$ cat config.mk
export PLATFORM = sky130hd
export DESIGN_NAME = loong_ct_uart_framer
export DESIGN_NICKNAME = d
export VERILOG_FILES = /design/src/rtl/loong_pkg.sv /design/src/rtl/loong_ct_uart_framer.sv
export SDC_FILE = /design/constraint.sdc
export NUM_CORES = 1
export LEC_CHECK = 0
export CAP_MARGIN = 20
export CORE_ASPECT_RATIO = 1.5
export CORE_MARGIN = 4
export CORE_UTILIZATION = 25
export DETAILED_ROUTE_END_ITERATION = 7
export PLACE_DENSITY = 0.45
export SLEW_MARGIN = 25
export SYNTH_ARGS = -nofsm -noshare
export SYNTH_HDL_FRONTEND = slang
export SYNTH_SLANG_ARGS = --single-unit
$ cat constraint.sdc
create_clock -name clck -period 3.55 [get_ports clck]
set_clock_uncertainty 0.2 [all_clocks]
set_input_delay 0.8875 -clock clck [delete_from_list [all_inputs] [get_ports clck]]
set_output_delay 0.8875 -clock clck [all_outputs]
set_load 0.005 [all_outputs]
$ cat src/rtl/loong_pkg.sv
// Shared LOONG definitions: framing bytes, nibble array type and framer state encoding.
package loong_pkg;

  localparam int unsigned LOONG_NIBBLES = 16;
  localparam logic [7:0]  LOONG_HDR     = 8'hAA;
  localparam logic [7:0]  LOONG_TRL     = 8'hFF;

  // Ciphertext as produced by LOONG_ENC; element i is nibble i.
  typedef logic [LOONG_NIBBLES-1:0][3:0] loong_nibbles_t;

  typedef enum logic [1:0] {
    IDLE,
    SEND,
    WAIT
  } loong_state_e;

endpackage

$ cat src/rtl/loong_ct_uart_framer.sv
// Snapshots a LOONG ciphertext and streams it to uart_tx as HEADER, payload, [checksum], TRAILER.
// Build option: LOONG_TX_CHECKSUM_EN inserts an XOR checksum byte ahead of the trailer.
module loong_ct_uart_framer
  import loong_pkg::*;
#(
  parameter logic [7:0]  HEADER_BYTE  = LOONG_HDR,
  parameter logic [7:0]  TRAILER_BYTE = LOONG_TRL,
  parameter int unsigned NIBBLES      = LOONG_NIBBLES
) (
  input  logic                    clck,
  input  logic                    reset,
  input  logic                    ct_valid,
  input  logic [NIBBLES-1:0][3:0] ciphertext,
  output logic                    tx_dv,
  output logic [7:0]              tx_byte,
  input  logic                    tx_active,
  input  logic                    tx_done,
  output logic                    busy,
  output logic                    frame_done,
  output logic                    overrun
);

  localparam int unsigned IDX_W     = 4;
  localparam int unsigned PAY_BYTES = NIBBLES / 2;
`ifdef LOONG_TX_CHECKSUM_EN
  localparam int unsigned LAST = PAY_BYTES + 2;
`else
  localparam int unsigned LAST = PAY_BYTES + 1;
`endif

  loong_state_e              state_q, state_d;
  logic [IDX_W-1:0]          idx_q, idx_d;
  logic [NIBBLES-1:0][3:0]   snap_q, snap_d;
  logic                      tx_dv_q, tx_dv_d;
  logic [7:0]                tx_byte_q, tx_byte_d;
  logic                      busy_q, busy_d;
  logic                      frame_done_q, frame_done_d;
  logic                      overrun_q, overrun_d;
  logic [7:0]                cur_byte;
  logic                      is_payload;
`ifdef LOONG_TX_CHECKSUM_EN
  logic [7:0]                csum_q, csum_d;
`endif

  // Byte selected by idx; anything past the payload (and checksum) is the trailer.
  always_comb begin
    cur_byte   = TRAILER_BYTE;
    is_payload = 1'b0;
    if (idx_q == '0) begin
      cur_byte = HEADER_BYTE;
    end
    for (int unsigned k = 0; k < PAY_BYTES; k++) begin
      if (idx_q == IDX_W'(k + 1)) begin
        cur_byte   = {snap_q[2*k+1], snap_q[2*k]};
        is_payload = 1'b1;
      end
    end
`ifdef LOONG_TX_CHECKSUM_EN
    if (idx_q == IDX_W'(PAY_BYTES + 1)) begin
      cur_byte = csum_q;
    end
`endif
  end

  always_comb begin
    state_d      = state_q;
    idx_d        = idx_q;
    snap_d       = snap_q;
    tx_dv_d      = 1'b0;
    tx_byte_d    = tx_byte_q;
    frame_done_d = 1'b0;
    overrun_d    = overrun_q;
`ifdef LOONG_TX_CHECKSUM_EN
    csum_d       = csum_q;
`endif

    case (state_q)
      IDLE: begin
        if (ct_valid) begin
          snap_d  = ciphertext;
          idx_d   = '0;
`ifdef LOONG_TX_CHECKSUM_EN
          csum_d  = '0;
`endif
          state_d = SEND;
        end
      end
      SEND: begin
        if (!tx_active) begin
          tx_dv_d   = 1'b1;
          tx_byte_d = cur_byte;
`ifdef LOONG_TX_CHECKSUM_EN
          if (is_payload) begin
            csum_d = csum_q ^ cur_byte;
          end
`endif
          state_d   = WAIT;
        end
      end
      WAIT: begin
        if (tx_done) begin
          if (idx_q == IDX_W'(LAST)) begin
            frame_done_d = 1'b1;
            state_d      = IDLE;
          end else begin
            idx_d   = idx_q + IDX_W'(1);
            state_d = SEND;
          end
        end
      end
      default: state_d = IDLE;
    endcase

    // A new ciphertext while a frame is in flight is dropped, including the final tx_done cycle.
    if (ct_valid && (state_q != IDLE)) begin
      overrun_d = 1'b1;
    end

    // busy covers the frame_done cycle and drops on the following one.
    busy_d = (state_d != IDLE) || frame_done_d;
  end

  always_ff @(posedge clck) begin
    if (!reset) begin
      state_q      <= IDLE;
      idx_q        <= '0;
      snap_q       <= '0;
      tx_dv_q      <= 1'b0;
      tx_byte_q    <= 8'h00;
      busy_q       <= 1'b0;
      frame_done_q <= 1'b0;
      overrun_q    <= 1'b0;
`ifdef LOONG_TX_CHECKSUM_EN
      csum_q       <= 8'h00;
`endif
    end else begin
      state_q      <= state_d;
      idx_q        <= idx_d;
      snap_q       <= snap_d;
      tx_dv_q      <= tx_dv_d;
      tx_byte_q    <= tx_byte_d;
      busy_q       <= busy_d;
      frame_done_q <= frame_done_d;
      overrun_q    <= overrun_d;
`ifdef LOONG_TX_CHECKSUM_EN
      csum_q       <= csum_d;
`endif
    end
  end

  assign tx_dv      = tx_dv_q;
  assign tx_byte    = tx_byte_q;
  assign busy       = busy_q;
  assign frame_done = frame_done_q;
  assign overrun    = overrun_q;

endmodule
==> impl_metrics.tcl <==
set metrics [dict create \
    post_cts_resized 0 \
    grt_overflow 0 \
    grt_start_max_net_pins 53 \
    async_flop_share_pct 0 \
    comb_power_share_pct 11.9 \
    r2r_slack_ns 1.08 \
    avgSynthCellArea_um2 8.16 \
    routedWlPerCell_um 15.3 \
    via_per_inst 4.61 \
    post_dp_cell_area_um2 4700 \
    drive_above_1_share_pct 4.75 \
    finalMaxSlewViolations 0 \
    min_path_cells 2 \
    status "complete, no violations" \
    ys_top_cells_by_area "dfxtp_1 44%, nand2_1 14%, a21boi_1 13%, nand3b_1 2.2%, nor3b_1 2.2%" \
    period_share_pct 69.6 \
    pwr-share-clk_pct 42.5 \
    hpwl_mm 8.04 \
    grt_first_pass_wirelength_mm 17.4 \
    multi_input_area_um2 1930 \
    clock-sinks 82 \
    r2r_cells 6 \
    drt-total-wl_mm 11.0 \
    cts_buffer_depth 2 \
    yosys.area.top_type "dfxtp_1" \
    cts_setup_buffers 0 \
    tns_ns 0 \
    arrival_ns 2.49 \
    p_leak_nw 1.80 \
    p_sw_mw 0.513 \
    nFillCells 1580 \
    timing.slew.headroom_pct 45.4 \
    seq_power_share_pct 45.6 \
    setup_violations 0 \
    min_period_ns 2.47 \
    fin_area_um2 5000 \
    vdd_drop_max_mv 0.171 \
    r2r_end "busy$_SDFF_PN0_" \
    ys_warn_count 0 \
    syn_nets 533 \
    vias 3329 \
    drtIter0Drc 141 \
    power_density_nw_per_um2 443 \
    end_kind "flip-flop" \
    die-height_um 158 \
    gp_congestion 0.718 \
    hold_path_class "reg2reg" \
    grt_usage_pct 13.2 \
    areaGrowthSynthToFinish_pct 33.3 \
    synth_area_um2 3750 \
    timing.setup.critical_path_class "reg2reg" \
    ys.flop_type "dfxtp_1" \
    hold-path-endpoint "snap_q[42]$_SDFFE_PN0P_" \
    worstPathMaxFanout 24 \
    coreArea_um2 14700 \
    hold_start "snap_q[42]$_SDFFE_PN0P_" \
    finalHoldViolations 0 \
    r2r_start "idx_q[1]$_SDFFE_PN0P_" \
    antenna_cells 0 \
    switching_share_pct 23.2 \
    dr.pass1.iters 5 \
    worst_setup_path_start_kind "flip-flop" \
    timing.fmax_ghz 0.405 \
    yosysTopAreaCellShare_pct 43.7 \
    portBuffers 80 \
    initial_utilization_pct 25.6 \
    ctsHoldBuffers 0 \
    drc 0 \
    insertion_delay_ns 0.33 \
    syn_inst 460 \
    rsz0062_at_grt "false" \
    grt_antenna_before_repair 0 \
    htreeDepth 3 \
    numCtsBuffers 9 \
    ys_seq_elements 82 \
    cts_tree "yes" \
    dieArea_um2 17100 \
    synth-edff-count 0 \
    clkSlewWorstSetupHoldPaths_ns 0.06 \
    std_cell_rows 54 \
    intPower_mw 1.70 \
    fp.dieW_um 108 \
    seq_area_frac_synth_pct 43.7 \
    finalNonFillerCells 722 \
    ioPinCount 81 \
    cap_violations 0 \
    tightest_slew_ns 0.820 \
    nets 594 \
    dp.cells 706 \
    yosysUniqueCellTypes 38 \
    cts_root_buf "clkbuf_16" \
    critPathRequiredTime_ns 3.57 \
    final-seq-area_um2 1640 \
    postRouteAntennaNets 0 \
    grt_pass1_vias 3297 \
]
kinds of logic after synthesis:
logic type	after synthesis	synth area share, %
compound gates	116	23.2
fa+ha+maj	4	1.33
simple gates	211	25.8
xor+xnor	1	0.233
buf+inv	44	5.13
flops	82	43.7
mux	2	0.534
routing by layer:
layer / track usage [%] / part of all wire [%] / up-vias
met5: 0 / 0 / -
met2: 24.0 / 52 / 58
met4: 5.05 / 1.7 / 0
li1: - / - / 1692
met1: 15.3 / 43 / 1566
met3: 2.28 / 3.7 / 13
synthesized netlist by cell type, drive strengths merged, types with 7 or more instances:
| cell | count |
|---|---|
| a21boi | 65 |
| a221oi | 7 |
| and2 | 7 |
| buf | 24 |
| clkbuf | 14 |
| dfxtp | 82 |
| nand2 | 142 |
| nand3b | 11 |
| nor2 | 13 |
| nor2b | 13 |
| nor3b | 12 |
| o21ai | 8 |
| o221ai | 9 |
| o311ai | 9 |
cells in the final DEF, fill, tap and decap left out, drive strengths merged, types with 2 or more instances in the layout:
cell,netlist,final
nand2,142,142
dfxtp,82,82
clkdlybuf4s50,0,79
a21boi,65,65
clkbuf,14,14
nor2,13,13
nor2b,13,13
nor3b,12,12
nand3b,11,11
o221ai,9,9
o311ai,9,9
buf,24,9
o21ai,8,8
and2,7,7
a221oi,7,7
inv,6,6
a31oi,4,4
and3,4,4
a21oi,4,4
o21a,4,4
ha,4,4
a2111oi,3,3
nand2b,2,2
mux2i,2,2
or3,2,2
nor3,2,2
through the flow:
step           setup WS, ns  hold WS (ns)  utilization (%)  power [mW]
2_1_floorplan          1.52         0.230                -        1.16
3_3_place_gp          0.741         0.244             32.1        1.30
3_5_place_dp          0.745         0.243             32.1        1.30
4_1_cts                1.05         0.252             34.1        2.25
5_1_grt               0.913         0.272             34.1        2.31
6_report               1.08         0.247             34.1        2.21
power groups by stage:
stage	combinational, mW	clock, mW	sequential (mW)
6_report	0.263	0.940	1.01
5_1_grt	0.295	0.996	1.02
4_1_cts	0.271	0.968	1.01
3_5_place_dp	0.270	0	1.03
3_3_place_gp	0.268	0	1.03
2_1_floorplan	0.145	0	1.02
worst max-delay path, stage by stage (launching register included):
cell and delay, ns:
dfxtp_1 0.35, inv_1 0.11, ha_1 0.70, nand3b_1 0.22
and2_1 0.25, o21a_1 0.18, or3_1 0.35
sequential cells by signal (all words and copies together), names as in the netlist:
| register | flops |
|---|---|
| snap_q | 64 |
| tx_dv | 1 |
| overrun | 1 |
| frame_done | 1 |
| state_q | 2 |
| idx_q | 4 |
| busy | 1 |
| tx_byte | 8 |
cell type report:
| type | count | share of cell area [%] |
|---|---|---|
| multi-input cells | 334 | 38.5 |
| flip-flops and latches | 82 | 32.8 |
| repair buffers | 88 | 17.4 |
| clock buffers | 14 | 5.28 |
| well taps | 196 | 4.90 |
| clock inverters | 2 | 0.700 |
| inverters | 6 | 0.450 |
worst max-delay path by stage:
stage                               start                       to  slack, ns  depth (start not counted)
finish              idx_q[1]$_SDFFE_PN0P_          busy$_SDFF_PN0_       1.08                          6
global route        idx_q[1]$_SDFFE_PN0P_  tx_byte[1]$_SDFFE_PN0P_       0.91                          6
CTS                 idx_q[1]$_SDFFE_PN0P_  tx_byte[1]$_SDFFE_PN0P_       1.05                          6
detailed placement               ct_valid    idx_q[3]$_SDFFE_PN0P_       0.74                          6
global placement                 ct_valid    idx_q[3]$_SDFFE_PN0P_       0.74                          6
floorplan                         tx_done          busy$_SDFF_PN0_       1.52                          4
Power figures use the tool's default switching activity.
